<file path="src/rtl/ex_operand_ctrl_pkg.sv">
// Shared types for the execute-stage operand/flag controller.
// Select encodings, FSM states and the scoreboard entry layout.
package ex_ctrl_pkg;

    localparam int SB_RA_W      = 3;
    localparam int POP_WAIT_DEF = 4;

    typedef enum logic [1:0] {
        S1_WB  = 2'b00,
        S1_MEM = 2'b01,
        S1_RF  = 2'b10
    } src1_sel_t;

    typedef enum logic [1:0] {
        S2_RF    = 2'b00,
        S2_WB    = 2'b01,
        S2_MEM   = 2'b10,
        S2_SHAMT = 2'b11
    } src2_sel_t;

    typedef enum logic [1:0] {
        C_ALU = 2'b00,
        C_SET = 2'b01,
        C_CLR = 2'b10
    } carry_sel_t;

    typedef enum logic [1:0] {
        FL_RUN     = 2'b00,
        FL_WAIT    = 2'b01,
        FL_RESTORE = 2'b10
    } fl_state_t;

    typedef struct packed {
        logic               valid;
        logic [SB_RA_W-1:0] rd;
        logic               wr_en;
        logic               is_load;
    } sb_entry_t;

    // A used source hits an entry that will write the same register.
    function automatic logic sb_hit(
        input sb_entry_t          e,
        input logic [SB_RA_W-1:0] rs,
        input logic               use_rs
    );
        return use_rs && e.valid && e.wr_en && (e.rd == rs);
    endfunction

endpackage

</file>
<file path="src/rtl/ex_operand_ctrl_if.sv">
// Decode/execute control bundle for ex_operand_ctrl.
// master = decode side, slave = controller.
interface ex_operand_ctrl_if #(
    parameter int RA_W = 3
);
    logic            id_valid;
    logic [RA_W-1:0] id_rs1;
    logic [RA_W-1:0] id_rs2;
    logic            id_use_rs1;
    logic            id_use_rs2;
    logic            id_use_shamt;
    logic [RA_W-1:0] id_rd;
    logic            id_wr_en;
    logic            id_is_load;
    logic [1:0]      id_carry_op;
    logic            id_flag_wr;
    logic            id_rti;
    logic            mem_pop_valid;
    logic            stall_id;
    logic [1:0]      alu_src1_select;
    logic [1:0]      alu_src2_select;
    logic [1:0]      carry_sel;
    logic            flag_regsel;
    logic            flagreg_enable;
    logic            flags_pop_err;

    modport master (
        output id_valid, id_rs1, id_rs2, id_use_rs1, id_use_rs2,
        output id_use_shamt, id_rd, id_wr_en, id_is_load,
        output id_carry_op, id_flag_wr, id_rti, mem_pop_valid,
        input  stall_id, alu_src1_select, alu_src2_select,
        input  carry_sel, flag_regsel, flagreg_enable, flags_pop_err
    );

    modport slave (
        input  id_valid, id_rs1, id_rs2, id_use_rs1, id_use_rs2,
        input  id_use_shamt, id_rd, id_wr_en, id_is_load,
        input  id_carry_op, id_flag_wr, id_rti, mem_pop_valid,
        output stall_id, alu_src1_select, alu_src2_select,
        output carry_sel, flag_regsel, flagreg_enable, flags_pop_err
    );

endinterface

</file>
<file path="src/rtl/ex_operand_ctrl_scoreboard.sv">
// EX/MEM in-flight destination tracker with per-source match logic.
// WB is not tracked: the register file is write-before-read.
module ex_scoreboard
    import ex_ctrl_pkg::*;
#(
    parameter int RA_W = SB_RA_W
) (
    input  logic            clk,
    input  logic            rst_n,
    input  logic            i_issue,
    input  logic [RA_W-1:0] i_rd,
    input  logic            i_wr_en,
    input  logic            i_is_load,
    input  logic [RA_W-1:0] i_rs1,
    input  logic [RA_W-1:0] i_rs2,
    input  logic            i_use1,
    input  logic            i_use2,
    output logic            o_hit_ex1,
    output logic            o_hit_mem1,
    output logic            o_hit_ex2,
    output logic            o_hit_mem2,
    output logic            o_ld_hit1,
    output logic            o_ld_hit2
);

    sb_entry_t r_ex;
    sb_entry_t r_mem;

    // Shift decode fields into EX each cycle; idle or stalled slots become bubbles.
    always_ff @(posedge clk) begin
        if (!rst_n) begin
            r_ex  <= '0;
            r_mem <= '0;
        end else begin
            r_ex  <= i_issue ? '{valid: 1'b1, rd: i_rd, wr_en: i_wr_en,
                                is_load: i_is_load} : '0;
            r_mem <= r_ex;
        end
    end

    // Match both sources against EX and MEM; a load in EX is a load-use hit.
    always_comb begin
        o_hit_ex1  = sb_hit(r_ex, i_rs1, i_use1);
        o_hit_mem1 = sb_hit(r_mem, i_rs1, i_use1);
        o_hit_ex2  = sb_hit(r_ex, i_rs2, i_use2);
        o_hit_mem2 = sb_hit(r_mem, i_rs2, i_use2);
        o_ld_hit1  = o_hit_ex1 && r_ex.is_load;
        o_ld_hit2  = o_hit_ex2 && r_ex.is_load;
    end

endmodule

</file>
<file path="src/rtl/ex_operand_ctrl.sv">
// Execute-stage operand/flag controller: forwarding selects,
// load-use stall and the RTI flag-restore sequencer.
module ex_operand_ctrl
    import ex_ctrl_pkg::*;
#(
    parameter int RA_W     = SB_RA_W,
    parameter int POP_WAIT = POP_WAIT_DEF
) (
    input logic               clk,
    input logic               rst_n,
    ex_operand_ctrl_if.slave  bus
);

    localparam int CNT_W = $clog2(POP_WAIT) + 1;

    fl_state_t        r_state;
    fl_state_t        w_state_nxt;
    logic [CNT_W-1:0] r_wait_cnt;
    src1_sel_t        r_src1;
    src2_sel_t        r_src2;
    logic [1:0]       r_carry;
    logic             r_flag_en;
    logic             r_pop_err;

    logic w_use2;
    logic w_hit_ex1;
    logic w_hit_mem1;
    logic w_hit_ex2;
    logic w_hit_mem2;
    logic w_ld_hit1;
    logic w_ld_hit2;
    logic w_ld_stall;
    logic w_stall;
    logic w_issue;
    logic w_timeout;
    logic w_fsm_stall;
    logic w_restore;
    logic w_err_set;

    // A shift amount replaces rs2, so rs2 cannot create a hazard.
    assign w_use2 = bus.id_use_rs2 && !bus.id_use_shamt;

    ex_scoreboard #(
        .RA_W (RA_W)
    ) u_sb (
        .clk        (clk),
        .rst_n      (rst_n),
        .i_issue    (w_issue),
        .i_rd       (bus.id_rd),
        .i_wr_en    (bus.id_wr_en),
        .i_is_load  (bus.id_is_load),
        .i_rs1      (bus.id_rs1),
        .i_rs2      (bus.id_rs2),
        .i_use1     (bus.id_use_rs1),
        .i_use2     (w_use2),
        .o_hit_ex1  (w_hit_ex1),
        .o_hit_mem1 (w_hit_mem1),
        .o_hit_ex2  (w_hit_ex2),
        .o_hit_mem2 (w_hit_mem2),
        .o_ld_hit1  (w_ld_hit1),
        .o_ld_hit2  (w_ld_hit2)
    );

    assign w_ld_stall   = bus.id_valid && (w_ld_hit1 || w_ld_hit2);
    assign w_stall      = rst_n && (w_ld_stall || w_fsm_stall);
    assign w_issue      = bus.id_valid && !w_stall;
    assign w_timeout    = (r_wait_cnt == CNT_W'(POP_WAIT - 1));
    assign bus.stall_id = w_stall;

    // Flag sequencer state and the WAIT cycle counter.
    always_ff @(posedge clk) begin
        if (!rst_n) begin
            r_state    <= FL_RUN;
            r_wait_cnt <= '0;
        end else begin
            r_state    <= w_state_nxt;
            r_wait_cnt <= (r_state == FL_WAIT) ? r_wait_cnt + 1'b1 : '0;
        end
    end

    // Enter WAIT only when the RTI actually issues; a pop beats the timeout.
    always_comb begin
        w_state_nxt = r_state;
        unique case (r_state)
            FL_RUN: begin
                if (w_issue && bus.id_rti) w_state_nxt = FL_WAIT;
            end
            FL_WAIT: begin
                if (bus.mem_pop_valid) w_state_nxt = FL_RESTORE;
                else if (w_timeout)    w_state_nxt = FL_RUN;
            end
            FL_RESTORE: begin
                w_state_nxt = (w_issue && bus.id_rti) ? FL_WAIT : FL_RUN;
            end
            default: w_state_nxt = FL_RUN;
        endcase
    end

    // Sequencer outputs: decode stall in WAIT, flag load in RESTORE.
    always_comb begin
        w_fsm_stall = 1'b0;
        w_restore   = 1'b0;
        w_err_set   = 1'b0;
        unique case (r_state)
            FL_WAIT: begin
                w_fsm_stall = 1'b1;
                w_err_set   = !bus.mem_pop_valid && w_timeout;
            end
            FL_RESTORE: w_restore = 1'b1;
            default:    ;
        endcase
    end

    // EX-aligned selects; the EX producer is newer than MEM so it wins.
    always_ff @(posedge clk) begin
        if (!rst_n) begin
            r_src1    <= S1_RF;
            r_src2    <= S2_RF;
            r_carry   <= C_ALU;
            r_flag_en <= 1'b0;
            r_pop_err <= 1'b0;
        end else begin
            if (w_err_set) r_pop_err <= 1'b1;
            if (w_issue) begin
                r_src1    <= w_hit_ex1  ? S1_MEM :
                             w_hit_mem1 ? S1_WB  : S1_RF;
                r_src2    <= bus.id_use_shamt ? S2_SHAMT :
                             w_hit_ex2        ? S2_MEM   :
                             w_hit_mem2       ? S2_WB    : S2_RF;
                r_carry   <= bus.id_carry_op;
                r_flag_en <= bus.id_flag_wr;
            end else begin
                r_src1    <= S1_RF;
                r_src2    <= S2_RF;
                r_carry   <= C_ALU;
                r_flag_en <= 1'b0;
            end
        end
    end

    assign bus.alu_src1_select = r_src1;
    assign bus.alu_src2_select = r_src2;
    assign bus.carry_sel       = r_carry;
    assign bus.flag_regsel     = w_restore;
    assign bus.flagreg_enable  = r_flag_en || w_restore;
    assign bus.flags_pop_err   = r_pop_err;

endmodule

</file>
<file path="src/flat_wrapper.sv">
// flat-port wrapper written by rule: the top's interface ports become plain ports
module ex_operand_ctrl_flat import ex_ctrl_pkg::*;
#(
    parameter int RA_W     = SB_RA_W,
    parameter int POP_WAIT = POP_WAIT_DEF
)
  (clk, rst_n, bus_id_valid, bus_id_rs1, bus_id_rs2, bus_id_use_rs1, bus_id_use_rs2, bus_id_use_shamt, bus_id_rd, bus_id_wr_en, bus_id_is_load, bus_id_carry_op, bus_id_flag_wr, bus_id_rti, bus_mem_pop_valid, bus_stall_id, bus_alu_src1_select, bus_alu_src2_select, bus_carry_sel, bus_flag_regsel, bus_flagreg_enable, bus_flags_pop_err);
  ex_operand_ctrl_if #(.RA_W(RA_W)) bus_i ();
  input logic clk;
  input logic rst_n;
  input wire logic [$bits(bus_i.id_valid)-1:0] bus_id_valid;
  input wire logic [$bits(bus_i.id_rs1)-1:0] bus_id_rs1;
  input wire logic [$bits(bus_i.id_rs2)-1:0] bus_id_rs2;
  input wire logic [$bits(bus_i.id_use_rs1)-1:0] bus_id_use_rs1;
  input wire logic [$bits(bus_i.id_use_rs2)-1:0] bus_id_use_rs2;
  input wire logic [$bits(bus_i.id_use_shamt)-1:0] bus_id_use_shamt;
  input wire logic [$bits(bus_i.id_rd)-1:0] bus_id_rd;
  input wire logic [$bits(bus_i.id_wr_en)-1:0] bus_id_wr_en;
  input wire logic [$bits(bus_i.id_is_load)-1:0] bus_id_is_load;
  input wire logic [$bits(bus_i.id_carry_op)-1:0] bus_id_carry_op;
  input wire logic [$bits(bus_i.id_flag_wr)-1:0] bus_id_flag_wr;
  input wire logic [$bits(bus_i.id_rti)-1:0] bus_id_rti;
  input wire logic [$bits(bus_i.mem_pop_valid)-1:0] bus_mem_pop_valid;
  output wire logic [$bits(bus_i.stall_id)-1:0] bus_stall_id;
  output wire logic [$bits(bus_i.alu_src1_select)-1:0] bus_alu_src1_select;
  output wire logic [$bits(bus_i.alu_src2_select)-1:0] bus_alu_src2_select;
  output wire logic [$bits(bus_i.carry_sel)-1:0] bus_carry_sel;
  output wire logic [$bits(bus_i.flag_regsel)-1:0] bus_flag_regsel;
  output wire logic [$bits(bus_i.flagreg_enable)-1:0] bus_flagreg_enable;
  output wire logic [$bits(bus_i.flags_pop_err)-1:0] bus_flags_pop_err;
  assign bus_i.id_valid = bus_id_valid;
  assign bus_i.id_rs1 = bus_id_rs1;
  assign bus_i.id_rs2 = bus_id_rs2;
  assign bus_i.id_use_rs1 = bus_id_use_rs1;
  assign bus_i.id_use_rs2 = bus_id_use_rs2;
  assign bus_i.id_use_shamt = bus_id_use_shamt;
  assign bus_i.id_rd = bus_id_rd;
  assign bus_i.id_wr_en = bus_id_wr_en;
  assign bus_i.id_is_load = bus_id_is_load;
  assign bus_i.id_carry_op = bus_id_carry_op;
  assign bus_i.id_flag_wr = bus_id_flag_wr;
  assign bus_i.id_rti = bus_id_rti;
  assign bus_i.mem_pop_valid = bus_mem_pop_valid;
  assign bus_stall_id = bus_i.stall_id;
  assign bus_alu_src1_select = bus_i.alu_src1_select;
  assign bus_alu_src2_select = bus_i.alu_src2_select;
  assign bus_carry_sel = bus_i.carry_sel;
  assign bus_flag_regsel = bus_i.flag_regsel;
  assign bus_flagreg_enable = bus_i.flagreg_enable;
  assign bus_flags_pop_err = bus_i.flags_pop_err;
  ex_operand_ctrl #(.RA_W(RA_W), .POP_WAIT(POP_WAIT)) u_core (.clk(clk), .rst_n(rst_n), .bus(bus_i));
endmodule
</file>
<file path="config.mk">
export PLATFORM = sky130hd
export DESIGN_NAME = ex_operand_ctrl_flat
export DESIGN_NICKNAME = d
export VERILOG_FILES = /design/src/rtl/ex_operand_ctrl_pkg.sv /design/src/rtl/ex_operand_ctrl_if.sv /design/src/rtl/ex_operand_ctrl_scoreboard.sv /design/src/rtl/ex_operand_ctrl.sv /design/src/flat_wrapper.sv
export SDC_FILE = /design/constraint.sdc
export NUM_CORES = 1
export LEC_CHECK = 0
export CORE_UTILIZATION = 40
export CTS_CLUSTER_SIZE = 8
export DETAILED_ROUTE_END_ITERATION = 10
export PLACE_DENSITY_LB_ADDON = 0.05
export SYNTH_ARGS = -nofsm -noshare
export SYNTH_HDL_FRONTEND = slang
export SYNTH_SLANG_ARGS = --single-unit
</file>
<file path="constraint.sdc">
create_clock -name clk -period 1.98 [get_ports clk]
set_input_delay 0.396 -clock clk [delete_from_list [all_inputs] [get_ports clk]]
set_output_delay 0.396 -clock clk [all_outputs]
set_load 0.02 [all_outputs]
</file>
Word level (Yosys, flattened, before mapping)
Index checks and enable logic that the tools add are counted.
{"block": "classes", "n_addsub": 1, "eq_ne": 9, "muxes": 14, "reduce_logical": 30}
{"cell": "$logic_and A1 B1 Y1", "n": 20}
{"cell": "$mux W2", "n": 7}
{"cell": "$eq A3 B3 Y1", "n": 4}
{"cell": "$mux W6", "n": 1}
{"cell": "$pmux W2 S3", "n": 1}
{"cell": "$reduce_and A2 Y1", "n": 3}
{"cell": "$mux W1", "n": 5}
{"cell": "$add A3 B1 Y3 const B", "n": 1}
{"cell": "$eq A3 B2 Y1 const B", "n": 1}
{"cell": "$logic_not A1 Y1", "n": 3}
{"cell": "$logic_or A1 B1 Y1", "n": 3}
{"cell": "$ne A3 B2 Y1 const B", "n": 1}
{"cell": "$eq A2 B1 Y1 const B", "n": 1}
{"cell": "$eq A2 B2 Y1 const B", "n": 1}
{"cell": "$logic_not A2 Y1", "n": 1}
{"cell": "$ne A2 B1 Y1 const B", "n": 1}
{"block": "totals", "register_bits": 24, "input_bits": 22, "output_inout_bits": 10, "elab_cells": 68}

Depth between registers and ports, before layout
{"block": "depth", "depth_word": 15, "mapped_depth": 5, "depth_no_buf": 4}

Hierarchy
A second synthesis with hierarchy kept.
{"block": "unflattened", "hier_cells": 94, "hier_area_um2": 959.7}
{"mod": "ex_operand_ctrl", "instances": 1, "cells_each": 47, "area_per_inst_um2": 491.7, "seq_area_each_um2": 260.2}
{"mod": "ex_scoreboard", "instances": 1, "cells_each": 47, "area_per_inst_um2": 467.9, "seq_area_each_um2": 220.2}

Worst setup path after synthesis
Ideal clock, no wire load.
{"block": "synth_path", "path_type": "input to output", "start": "input port bus_id_rs1[2]", "end": "output port bus_stall_id", "t_arrival_ps": 1388, "required_ps": 1584, "path_slack_ps": 196, "cell_stages": 4, "n_path_buf": 0, "cell_sequence": "xor2_1 > nor4_1 > o21a_2 > a31o_1"}
{"block": "synth_between", "elab_chain_cells": 7}
{"element": "start, declared", "line": "flat_wrapper.sv:12", "source": "input wire logic [$bits(bus_i.id_rs1)-1:0] bus_id_rs1;"}
{"element": "$eq A3 B3 Y1", "line": "ex_operand_ctrl_pkg.sv:46", "source": "return use_rs && e.valid && e.wr_en && (e.rd == rs);"}
{"element": "$logic_and A1 B1 Y1", "line": "ex_operand_ctrl_pkg.sv:46"}
{"element": "$logic_and A1 B1 Y1", "line": "ex_operand_ctrl_scoreboard.sv:47", "source": "o_ld_hit1 = o_hit_ex1 && r_ex.is_load;"}
{"element": "$logic_or A1 B1 Y1", "line": "ex_operand_ctrl.sv:64", "source": "assign w_ld_stall = bus.id_valid && (w_ld_hit1 || w_ld_hit2);"}
{"element": "$logic_and A1 B1 Y1", "line": "ex_operand_ctrl.sv:64"}
{"element": "$logic_or A1 B1 Y1", "line": "ex_operand_ctrl.sv:65", "source": "assign w_stall = rst_n && (w_ld_stall || w_fsm_stall);"}
{"element": "$logic_and A1 B1 Y1", "line": "ex_operand_ctrl.sv:65"}
{"element": "end, declared", "line": "flat_wrapper.sv:24", "source": "output wire logic [$bits(bus_i.stall_id)-1:0] bus_stall_id;"}
No other way between the ends.

Final worst setup path
{"block": "layout_path", "start": "input port bus_id_rs1[1]", "end": "output port bus_stall_id"}
The elaborated chain is that of the path after synthesis.

==> qor.csv <==
metric,value,unit
cts_hold_buf,0,
path_cells,dlygate4sd2_1 -> xor2_2 -> nor4_4 -> o21a_2 -> a31o_1 -> buf_6,
fin_hold_ws,452,ps
max_clock_freq,492,MHz
place_inst,156,
tightest_slew,291,ps
finalSetupViolCount,1,
slew_violations,0,
boundaryPins,32,
slew_headroom,0.806,
hold_viol,0,
drtIter0Drc,14,
fp-row-count,17,
initial_core_util,0.423,
dp_hpwl,1480,microns
seqPwrFrac,0.517,
place.gp.congestion,0.819,
timing.critical_path.from,bus_id_rs1[1],
min_from,u_core.r_wait_cnt[0],
required,1580,ps
synth_edf_count,0,
startpoint_type,primary input,
die_w,50.4,microns
synth.distinct_cells,27,
post-route-min-period,2030,ps
clock-sinks,24,
final_nets,157,
cp.buffers_inverters,2,
cp_slowest_cell,nor4_4,
status,"finished, violations left",
drc,0,
port_buffers,31,
grt_pass1_vias,798,
fill_cells,204,
cap_violations,0,
p_total,0.000985,W
area_delta_synth_final,53.6,%
cp_max_fo,2,
pwr-share-comb,0.123,
swShare,0.214,
die_area,2540,sq um
wl_per_cell,12.8,microns
drive_gt1_frac,0.235,
synth-seq-cells,24,
syn_avg_cell_area,10.4,sq um
vias_per_cell,4.84,
ant_nets,0,
power_density,685,nW/um^2
rr_startpoint,u_core.u_sb.r_ex[4],
grt_overflow_total,0,
rsz0062_at_grt,yes,
post-route-period-util,1.03,
totalWireLength,2050,microns
synthCells,90,
path_clk_slew,130,ps
grt_max_degree,15,
antennaDiodeCount,0,
pwr-share-clk,0.360,
yosys_warnings,0,
clk_path_buf_depth,2,
critPathTopFamily,buffers and inverters,
clock_skew,4.04,ps
async_flop_share,0,
ir_drop,516,uV
power.internal,0.000775,W
end_kind,output pin,
clkLatencyLatePin,320,ps
antenna_found_initial,0,
p_leak,0.579,nW
cts_buffers,3,
fin_cells,160,
critical-path-max-stage-delay,300,ps
vias,775,
hold_class,flip-flop to flip-flop,
grtUsageTotal,0.182,
ys_seq_area_frac,0.513,
grt_first_pass_wirelength,3350,microns
h-tree-depth,1,
switchingPower,0.000211,W
violations,negative setup slack,
synthFlopType,dfxtp_1,
die_h,50.4,microns
crit_type,primary input to output pin,
cp.arrival,1630,ps
coreArea,2210,sq um
dp_slack,-788,ps
drt_pass1_iterations,4,
cts-root-buf,clkbuf_4,
syn-num-nets,114,
cts_tree,built,
netlist_area,936,sq um
final.setup.worst_slack,-50.9,ps
-- routing by layer --
metal,track usage,vias to the layer above,share of wire
met2,0.302,24,0.49
met3,0.0394,5,0.048
met5,0,-,0
met4,0.0972,0,0.020
li1,-,389,-
met1,0.218,357,0.45
-- Yosys cell counts, drive strengths merged (3+ instances only) --
master,number,share of area
and2,7,0.048
dfxtp,24,0.51
inv,3,0.012
nand3,3,0.016
nor2,5,0.020
nor3b,10,0.080
nor4,3,0.020
xor2,10,0.094
-- state kept, by name, indices dropped and copies added, names as in the netlist --
register	cells
u_core.bus.alu_src1_select	2
u_core.bus.alu_src2_select	2
u_core.bus.carry_sel	2
u_core.bus.flags_pop_err	1
u_core.r_flag_en	1
u_core.r_state	2
u_core.r_wait_cnt	3
u_core.u_sb.r_ex	6
u_core.u_sb.r_mem	5
-- per-stage QoR --
stage / cell area, sq um / util / TNS, ps
after floorplan: 936 / - / 0
after global placement: 1340 / 0.606 / -1520
after detailed placement: 1340 / 0.606 / -1670
after CTS: 1430 / 0.645 / -76.5
after global routing: 1440 / 0.650 / -109
final: 1440 / 0.650 / -50.9
-- timing repair --
item	4_1_cts	5_1_grt
endpoints found under the setup margin	2	1
endpoints found under the hold margin	0	0
pin swaps	6	3
gates resized for setup	25	3
buffers inserted	0	0
-- kinds of logic after synthesis --
kind of cell,Yosys count,synth area share
AOI/OAI and AO/OA,5,0.0428
xor gates and xnor gates,12,0.112
adders and majority gates,2,0.0267
buffers and inverters,6,0.0281
DFF,24,0.513
and+or+nand+nor,41,0.277
-- final cells by class --
class	instances	area (sq um)	share of cell area
flip-flops and latches	24	487	0.339
multi-input cells	60	478	0.332
repair buffers	41	374	0.260
well taps	28	35.0	0.0244
clock inverters	1	30.0	0.0209
clock buffers	3	22.5	0.0157
inverters	3	11.3	0.00783
-- cell usage in the layout (no fill, tap or decap), types with 3 or more instances in the layout --
cell / instances
clkdlybuf4s50_1: 20
dfxtp_1: 19
nor3b_1: 10
dlygate4sd2_1: 10
buf_4: 10
xor2_1: 7
and2_1: 6
nor2_1: 5
dfxtp_2: 5
xor2_2: 3
inv_1: 3
clkbuf_4: 3
-- final timing paths --
path	endpoint	slack, ps	cells past startpoint
worst min-delay path	u_core.r_wait_cnt[0]	450	1
worst max-delay path	bus_stall_id	-50	6
worst max register to register	u_core.bus.alu_src2_select[0]	370	5
worst min register to register	u_core.r_wait_cnt[0]	450	1
-- power by group through the flow --
stage	Sequential (W)	Combinational [W]	Clock, W
after global placement	0.000518	0.000119	0
after CTS	0.000509	0.000121	0.000366
final	0.000510	0.000121	0.000354
after detailed placement	0.000518	0.000120	0
after global routing	0.000511	0.000130	0.000381
after floorplan	0.000521	0.0000407	0
Note: power is estimated with default switching activity, not from simulation.
